File: config.mk
export PLATFORM = sky130hd
export DESIGN_NAME = xor_rr_scheduler
export DESIGN_NICKNAME = d
export VERILOG_FILES = /design/src/rtl/xor_sched_pkg.sv /design/src/rtl/xor_bit_cell.sv /design/src/rtl/xor_rr_scheduler.sv
export SDC_FILE = /design/constraint.sdc
export NUM_CORES = 1
export LEC_CHECK = 0
export CAP_MARGIN = 25
export CORE_MARGIN = 5
export CORE_UTILIZATION = 46
export DETAILED_ROUTE_END_ITERATION = 16
export PLACE_DENSITY = 0.87
export SYNTH_ARGS = -nofsm -noshare
export SYNTH_HDL_FRONTEND = slang
export SYNTH_SLANG_ARGS = --single-unit
File: constraint.sdc
create_clock -name clk -period 1.85 [get_ports clk]
set_input_delay 0.185 -clock clk [delete_from_list [all_inputs] [get_ports clk]]
set_output_delay 0.185 -clock clk [all_outputs]
set_load 0.02 [all_outputs]
File: src/rtl/xor_sched_pkg.sv
// Shared types and constants for the bit-serial XOR round-robin scheduler.
package xor_sched_pkg;

    localparam int unsigned NUM_REQ = 2;

    typedef enum logic [1:0] {
        ST_IDLE = 2'd0,
        ST_RUN  = 2'd1,
        ST_DONE = 2'd2
    } state_e;

    // Winner between two requesters: the pointer breaks ties, else the lone requester wins.
    function automatic logic rr_pick(input logic [NUM_REQ-1:0] valid, input logic ptr);
        if (&valid) begin
            return ptr;
        end
        return valid[1];
    endfunction

endpackage

File: src/rtl/xor_bit_cell.sv
// Single-bit XOR cell shared by every bit position of the serial datapath.
module xor_bit_cell (
    input  logic a,
    input  logic b,
    output logic y
);

    assign y = a ^ b;

endmodule

File: src/rtl/xor_rr_scheduler.sv
// Two-requester round-robin front end feeding a bit-serial XOR engine;
// one operation in flight, result held until the consumer takes it.
module xor_rr_scheduler
    import xor_sched_pkg::*;
#(
    parameter int unsigned W = 8
) (
    input  logic               clk,
    input  logic               rst_n,
    input  logic [NUM_REQ-1:0] req_valid,
    output logic [NUM_REQ-1:0] req_ready,
    input  logic [W-1:0]       req0_a,
    input  logic [W-1:0]       req0_b,
    input  logic [W-1:0]       req1_a,
    input  logic [W-1:0]       req1_b,
    output logic               rsp_valid,
    input  logic               rsp_ready,
    output logic [W-1:0]       rsp_data,
    output logic               rsp_id,
    output logic               busy
);

    localparam int unsigned   CW       = (W > 1) ? $clog2(W) : 1;
    localparam logic [CW-1:0] CNT_LAST = CW'(W - 1);

    state_e          state_q, state_d;
    logic [W-1:0]    a_q, a_d;
    logic [W-1:0]    b_q, b_d;
    logic [W-1:0]    acc_q, acc_d;
    logic [W-1:0]    rsp_data_q, rsp_data_d;
    logic [CW-1:0]   cnt_q, cnt_d;
    logic            owner_q, owner_d;
    logic            ptr_q, ptr_d;
    logic            rsp_id_q, rsp_id_d;
    logic            rsp_valid_q, rsp_valid_d;
    logic            busy_q, busy_d;
    logic            grant_c;
    logic            bit_y;

    xor_bit_cell u_xor_bit_cell (
        .a (a_q[0]),
        .b (b_q[0]),
        .y (bit_y)
    );

    always_ff @(posedge clk or negedge rst_n) begin
        if (!rst_n) begin
            state_q     <= ST_IDLE;
            a_q         <= '0;
            b_q         <= '0;
            acc_q       <= '0;
            rsp_data_q  <= '0;
            cnt_q       <= '0;
            owner_q     <= 1'b0;
            ptr_q       <= 1'b0;
            rsp_id_q    <= 1'b0;
            rsp_valid_q <= 1'b0;
            busy_q      <= 1'b0;
        end else begin
            state_q     <= state_d;
            a_q         <= a_d;
            b_q         <= b_d;
            acc_q       <= acc_d;
            rsp_data_q  <= rsp_data_d;
            cnt_q       <= cnt_d;
            owner_q     <= owner_d;
            ptr_q       <= ptr_d;
            rsp_id_q    <= rsp_id_d;
            rsp_valid_q <= rsp_valid_d;
            busy_q      <= busy_d;
        end
    end

    always_comb begin
        state_d     = state_q;
        a_d         = a_q;
        b_d         = b_q;
        acc_d       = acc_q;
        rsp_data_d  = rsp_data_q;
        cnt_d       = cnt_q;
        owner_d     = owner_q;
        ptr_d       = ptr_q;
        rsp_id_d    = rsp_id_q;
        rsp_valid_d = rsp_valid_q;
        busy_d      = busy_q;
        req_ready   = '0;
        grant_c     = rr_pick(req_valid, ptr_q);

        case (state_q)
            ST_IDLE: begin
                // Ready is held low during reset so nothing can look accepted.
                if (rst_n && req_valid[grant_c]) begin
                    req_ready[grant_c] = 1'b1;
                    a_d     = grant_c ? req1_a : req0_a;
                    b_d     = grant_c ? req1_b : req0_b;
                    owner_d = grant_c;
                    cnt_d   = '0;
                    acc_d   = '0;
                    busy_d  = 1'b1;
                    state_d = ST_RUN;
                end
            end
            ST_RUN: begin
                a_d   = a_q >> 1;
                b_d   = b_q >> 1;
                acc_d = {bit_y, acc_q[W-1:1]};
                cnt_d = cnt_q + 1'b1;
                if (cnt_q == CNT_LAST) begin
                    cnt_d       = '0;
                    rsp_valid_d = 1'b1;
                    rsp_data_d  = acc_d;
                    rsp_id_d    = owner_q;
                    state_d     = ST_DONE;
                end
            end
            ST_DONE: begin
                if (rsp_ready) begin
                    rsp_valid_d = 1'b0;
                    rsp_data_d  = '0;
                    busy_d      = 1'b0;
                    ptr_d       = ~rsp_id_q;
                    state_d     = ST_IDLE;
                end
            end
            default: begin
                state_d = ST_IDLE;
            end
        endcase
    end

    assign rsp_valid = rsp_valid_q;
    assign rsp_data  = rsp_data_q;
    assign rsp_id    = rsp_id_q;
    assign busy      = busy_q;

endmodule

==> reports/qor_table.md <==
| Quantity | This run | Unit |
|:---|:---|:---|
| Post-synthesis instance area | 0.00198 | sq mm |
| Outcome | completed | - |
| Post-route fraction of the period consumed by the critical path | 96.9 | % |
| Biggest fanout along the worst timing path | 5 | - |
| Reg-to-reg endpoint | acc_q[1] | - |
| Peak supply drop | 821 | uV |
| Average detailed-routed wire length per instance | 18.0 | um |
| Post-CTS Setup Inserts | 0 | - |
| Via-to-Cell Ratio | 6.05 | - |
| Final hold violations | 0 | - |
| Mean Syn Cell Area | 11.7 | sq um |
| Number of antenna violations at the first check in global routing | 0 | - |
| TritonCTS buffer count | 5 | - |
| Number of routed nets with antenna violations | 0 | - |
| Post-Route WL | 4.94 | mm |
| DP Wirelength | 3.61 | mm |
| Setup slack on the worst flop-to-flop path | 0.11 | ns |
| Post-CTS clock slew at the launch and capture registers of the worst setup and hold paths | 0.08 | ns |
| Post-layout minimum cycle time | 1.79 | ns |
| # nets final | 264 | - |
| DRC violation total after the first TritonRoute iteration | 135 | - |
| Startpoint-to-endpoint class of the critical path | reg2out | - |
| Overall die area | 0.00572 | sq mm |
| Warning count from the yosys run | 0 | - |
| Reg2reg path depth | 4 | - |
| Dominant delay contributor by cell family on the critical path | simple AND/OR/NAND/NOR gates | - |
| Data required, critical path | 1.66 | ns |
| Fraction of final layout cells with drive strength greater than 1 | 12.0 | % |
| Count of clock tree sinks | 41 | - |
| HP Class | in2async | - |
| Via count of the first global-routing pass | 1717 | - |
| Power density of the placed cells | 1450 | mW/mm^2 |
| Ant. Diodes | 0 | - |
| Yosys cell types | 33 | - |
| Clock root buffer | sky130_fd_sc_hd__clkbuf_8 | - |
| Leftover overflow at the end of global routing | 0 | - |
| Horizontal die dimension | 75.6 | um |
| Initial standard-cell utilization of the core | 48.5 | % |
| Maximum root-to-sink buffer count | 2 | - |
| Core area | 0.00409 | sq mm |
| Unrepaired setup endpoints after global routing | false | - |
| Wire length of the first global-routing pass | 7.94 | mm |
| Source of the worst register-to-register timing path | state_q[0] | - |
| Layout overhead on the synthesized area | 32.5 | % |
| Count of final setup violators | 0 | - |
| Total global-route track usage | 18.6 | % |
| Max incr delay on CP | 0.45 | ns |
| Buffers on Ports | 49 | - |
| Post-route cell area | 0.00262 | sq mm |
| Crit path cell chain | nor3b_4, and3_1, clkdlybuf4s15_1 | - |
| Net count of the mapped netlist | 209 | - |
| Placed Area | 0.00253 | sq mm |
| Number of flip-flops and latches in the synthesized netlist | 41 | - |
| Height of the die | 75.6 | um |
| Pin count of the biggest net entering global routing | 30 | - |
| Signal arrival time at the worst endpoint | 1.61 | ns |
| Count of pins over their slew limit | 0 | - |
| Clock skew after layout | 0.00867 | ns |
| Final weighted congestion in routability-driven placement | 0.809 | - |
| Number of H-tree levels | 2 | - |
| Startpoint Class | flip-flop | - |
| Crit path depth | 3 | - |
| Instance count of the mapped netlist | 169 | - |
| Slowest CP cell | sky130_fd_sc_hd__dfrtp_1 | - |
| Remaining routing DRC violations | 0 | - |
| Max-Cap Viols | 0 | - |
| Worst skew pair latency | 0.30 | ns |
| Row count | 23 | - |
| Routed vias | 1663 | - |
| Type of element capturing the critical path | output pin | - |
| Buffers & Inverters on Critical Path | 1 | - |
| Worst max-slew margin expressed relative to the limit | 44.1 | % |
| Fillcell total | 340 | - |
| Leakage Power | 0.00115 | uW |
| Clock tree from TritonCTS | yes | - |
| Number of I/O pins | 50 | - |
| Max Clk Rate | 0.558 | GHz |
| Total power after layout | 3800 | uW |
| Tightest Pin Transition | 0.839 | ns |
| Sequential area share after synthesis | 51.8 | % |
| Number of iterations in the first detailed-routing pass | 4 | - |
cell type report:
cell class,instances,area (sq um),share of cell area (%)
timing repair buffer,63,592,22.6
tap,50,62.6,2.38
sequential,41,1030,39.1
clock buffer,6,72.6,2.77
clock inverter,2,10.0,0.381
multi-input combinational,113,861,32.8
worst register-to-register path: cells and delay by family (launching register included):
kind                   cells  cell delay (ns)
AO/OA/AOI/OAI              2             0.81
buffers and inverters      2             0.45
flip-flops                 1             0.43
where the power goes:
part / internal (uW) / switching, uW
sequential: 1270 / 274
combinational: 873 / 810
clock: 262 / 310
cell usage after synthesis:
cell / instances / area share, %
sky130_fd_sc_hd__and3_1: 2 / 0.63
sky130_fd_sc_hd__a311oi_1: 1 / 0.44
sky130_fd_sc_hd__ha_1: 3 / 1.9
sky130_fd_sc_hd__nand3b_1: 1 / 0.38
sky130_fd_sc_hd__a31oi_1: 1 / 0.32
sky130_fd_sc_hd__a221oi_1: 1 / 0.44
sky130_fd_sc_hd__a21boi_0: 1 / 0.38
sky130_fd_sc_hd__nand2b_1: 3 / 0.95
sky130_fd_sc_hd__clkbuf_1: 7 / 1.3
sky130_fd_sc_hd__or2_1: 1 / 0.32
sky130_fd_sc_hd__buf_2: 4 / 1.0
sky130_fd_sc_hd__nor2_1: 6 / 1.1
sky130_fd_sc_hd__and2_1: 15 / 4.7
sky130_fd_sc_hd__o21a_1: 2 / 0.76
sky130_fd_sc_hd__buf_12: 1 / 1.0
sky130_fd_sc_hd__a32o_1: 14 / 7.1
sky130_fd_sc_hd__dfrtp_1: 41 / 52
sky130_fd_sc_hd__o21ba_2: 1 / 0.51
sky130_fd_sc_hd__a221o_1: 16 / 8.1
sky130_fd_sc_hd__buf_4: 1 / 0.38
sky130_fd_sc_hd__o21bai_2: 1 / 0.57
sky130_fd_sc_hd__o22ai_1: 7 / 2.2
sky130_fd_sc_hd__o21ai_0: 1 / 0.25
sky130_fd_sc_hd__xnor2_1: 1 / 0.44
sky130_fd_sc_hd__a21o_1: 1 / 0.38
sky130_fd_sc_hd__a22o_1: 9 / 4.0
sky130_fd_sc_hd__nor3b_4: 1 / 0.95
sky130_fd_sc_hd__mux2_2: 2 / 1.1
sky130_fd_sc_hd__and4_1: 2 / 0.88
sky130_fd_sc_hd__nor2b_1: 2 / 0.63
sky130_fd_sc_hd__a21oi_1: 7 / 1.8
sky130_fd_sc_hd__buf_6: 2 / 1.1
sky130_fd_sc_hd__nand2_1: 11 / 2.1
worst max-delay path by stage:
| stage | from | endpoint |
|---|---|---|
| 2_1_floorplan | cnt_q[0] | rsp_data[0] |
| 3_3_place_gp | req_valid[0] | req_ready[1] |
| 3_5_place_dp | req_valid[1] | acc_q[1] |
| 4_1_cts | state_q[0] | cnt_q[2] |
| 5_1_grt | state_q[1] | req_ready[1] |
| 6_report | state_q[1] | req_ready[1] |
through the flow:
step	hold slack, ns	worst slack [ns]	instances	util (%)	setup TNS [ns]
2_1_floorplan	-0.111	0.399	169	-	0
3_3_place_gp	0.190	-0.0568	266	61.9	-0.403
3_5_place_dp	0.192	-0.107	266	61.9	-1.10
4_1_cts	0.427	0.0582	275	64.1	0
5_1_grt	0.464	0.00626	275	64.2	0
6_report	0.421	0.0577	275	64.2	0
layout by cell type, fill, tap and decap left out, types with 2 or more instances in the layout:
cell type / Yosys / routed
sky130_fd_sc_hd__nor2_1: 6 / 6
sky130_fd_sc_hd__nand2_1: 11 / 11
sky130_fd_sc_hd__buf_4: 1 / 13
sky130_fd_sc_hd__dfrtp_1: 41 / 41
sky130_fd_sc_hd__mux2_2: 2 / 2
sky130_fd_sc_hd__clkbuf_8: 0 / 5
sky130_fd_sc_hd__and3_1: 2 / 2
sky130_fd_sc_hd__a32o_1: 14 / 14
sky130_fd_sc_hd__a22o_1: 9 / 9
sky130_fd_sc_hd__a21oi_1: 7 / 7
sky130_fd_sc_hd__o22ai_1: 7 / 7
sky130_fd_sc_hd__and4_1: 2 / 2
sky130_fd_sc_hd__clkdlybuf4s50_1: 0 / 46
sky130_fd_sc_hd__o21a_1: 2 / 2
sky130_fd_sc_hd__nand2b_1: 3 / 3
sky130_fd_sc_hd__and2_1: 15 / 15
sky130_fd_sc_hd__clkinv_2: 0 / 2
sky130_fd_sc_hd__a221o_1: 16 / 16
sky130_fd_sc_hd__ha_1: 3 / 3
per-layer routing:
| layer | share of wire [%] | vias up | wire, um | GRT usage, % |
|---|---|---|---|---|
| met4 | 2.6 | 0 | 127 | 9.32 |
| met2 | 51 | 59 | 2520 | 29.9 |
| met5 | 0 | - | 0 | 0 |
| li1 | - | 762 | - | - |
| met1 | 42 | 829 | 2050 | 23.6 |
| met3 | 4.9 | 13 | 241 | 4.09 |
logic make-up (layout without fill, tap and decap cells):
logic type	Yosys count	after routing	synth area share [%]
and+or+nand+nor	44	44	12.7
AOI/OAI and AO/OA	63	63	27.2
DFF	41	41	51.8
muxes	2	2	1.14
xor gates and xnor gates	1	1	0.442
adders and majority gates	3	3	1.90
buffers and inverters	15	71	4.86
state kept, by name (all words and copies together) (netlist names):
name / cells
a_q: 8
busy: 1
rsp_id: 1
rsp_data: 8
acc_q: 7
ptr_q: 1
owner_q: 1
rsp_valid: 1
state_q: 2
b_q: 8
cnt_q: 3
what timing repair did:
item	4_1_cts	5_1_grt
endpoints found under the hold margin	41	0
gates resized for setup	2	2
hold buffers	1	0
setup endpoints to repair	2	6
Power figures use the tool's default switching activity.
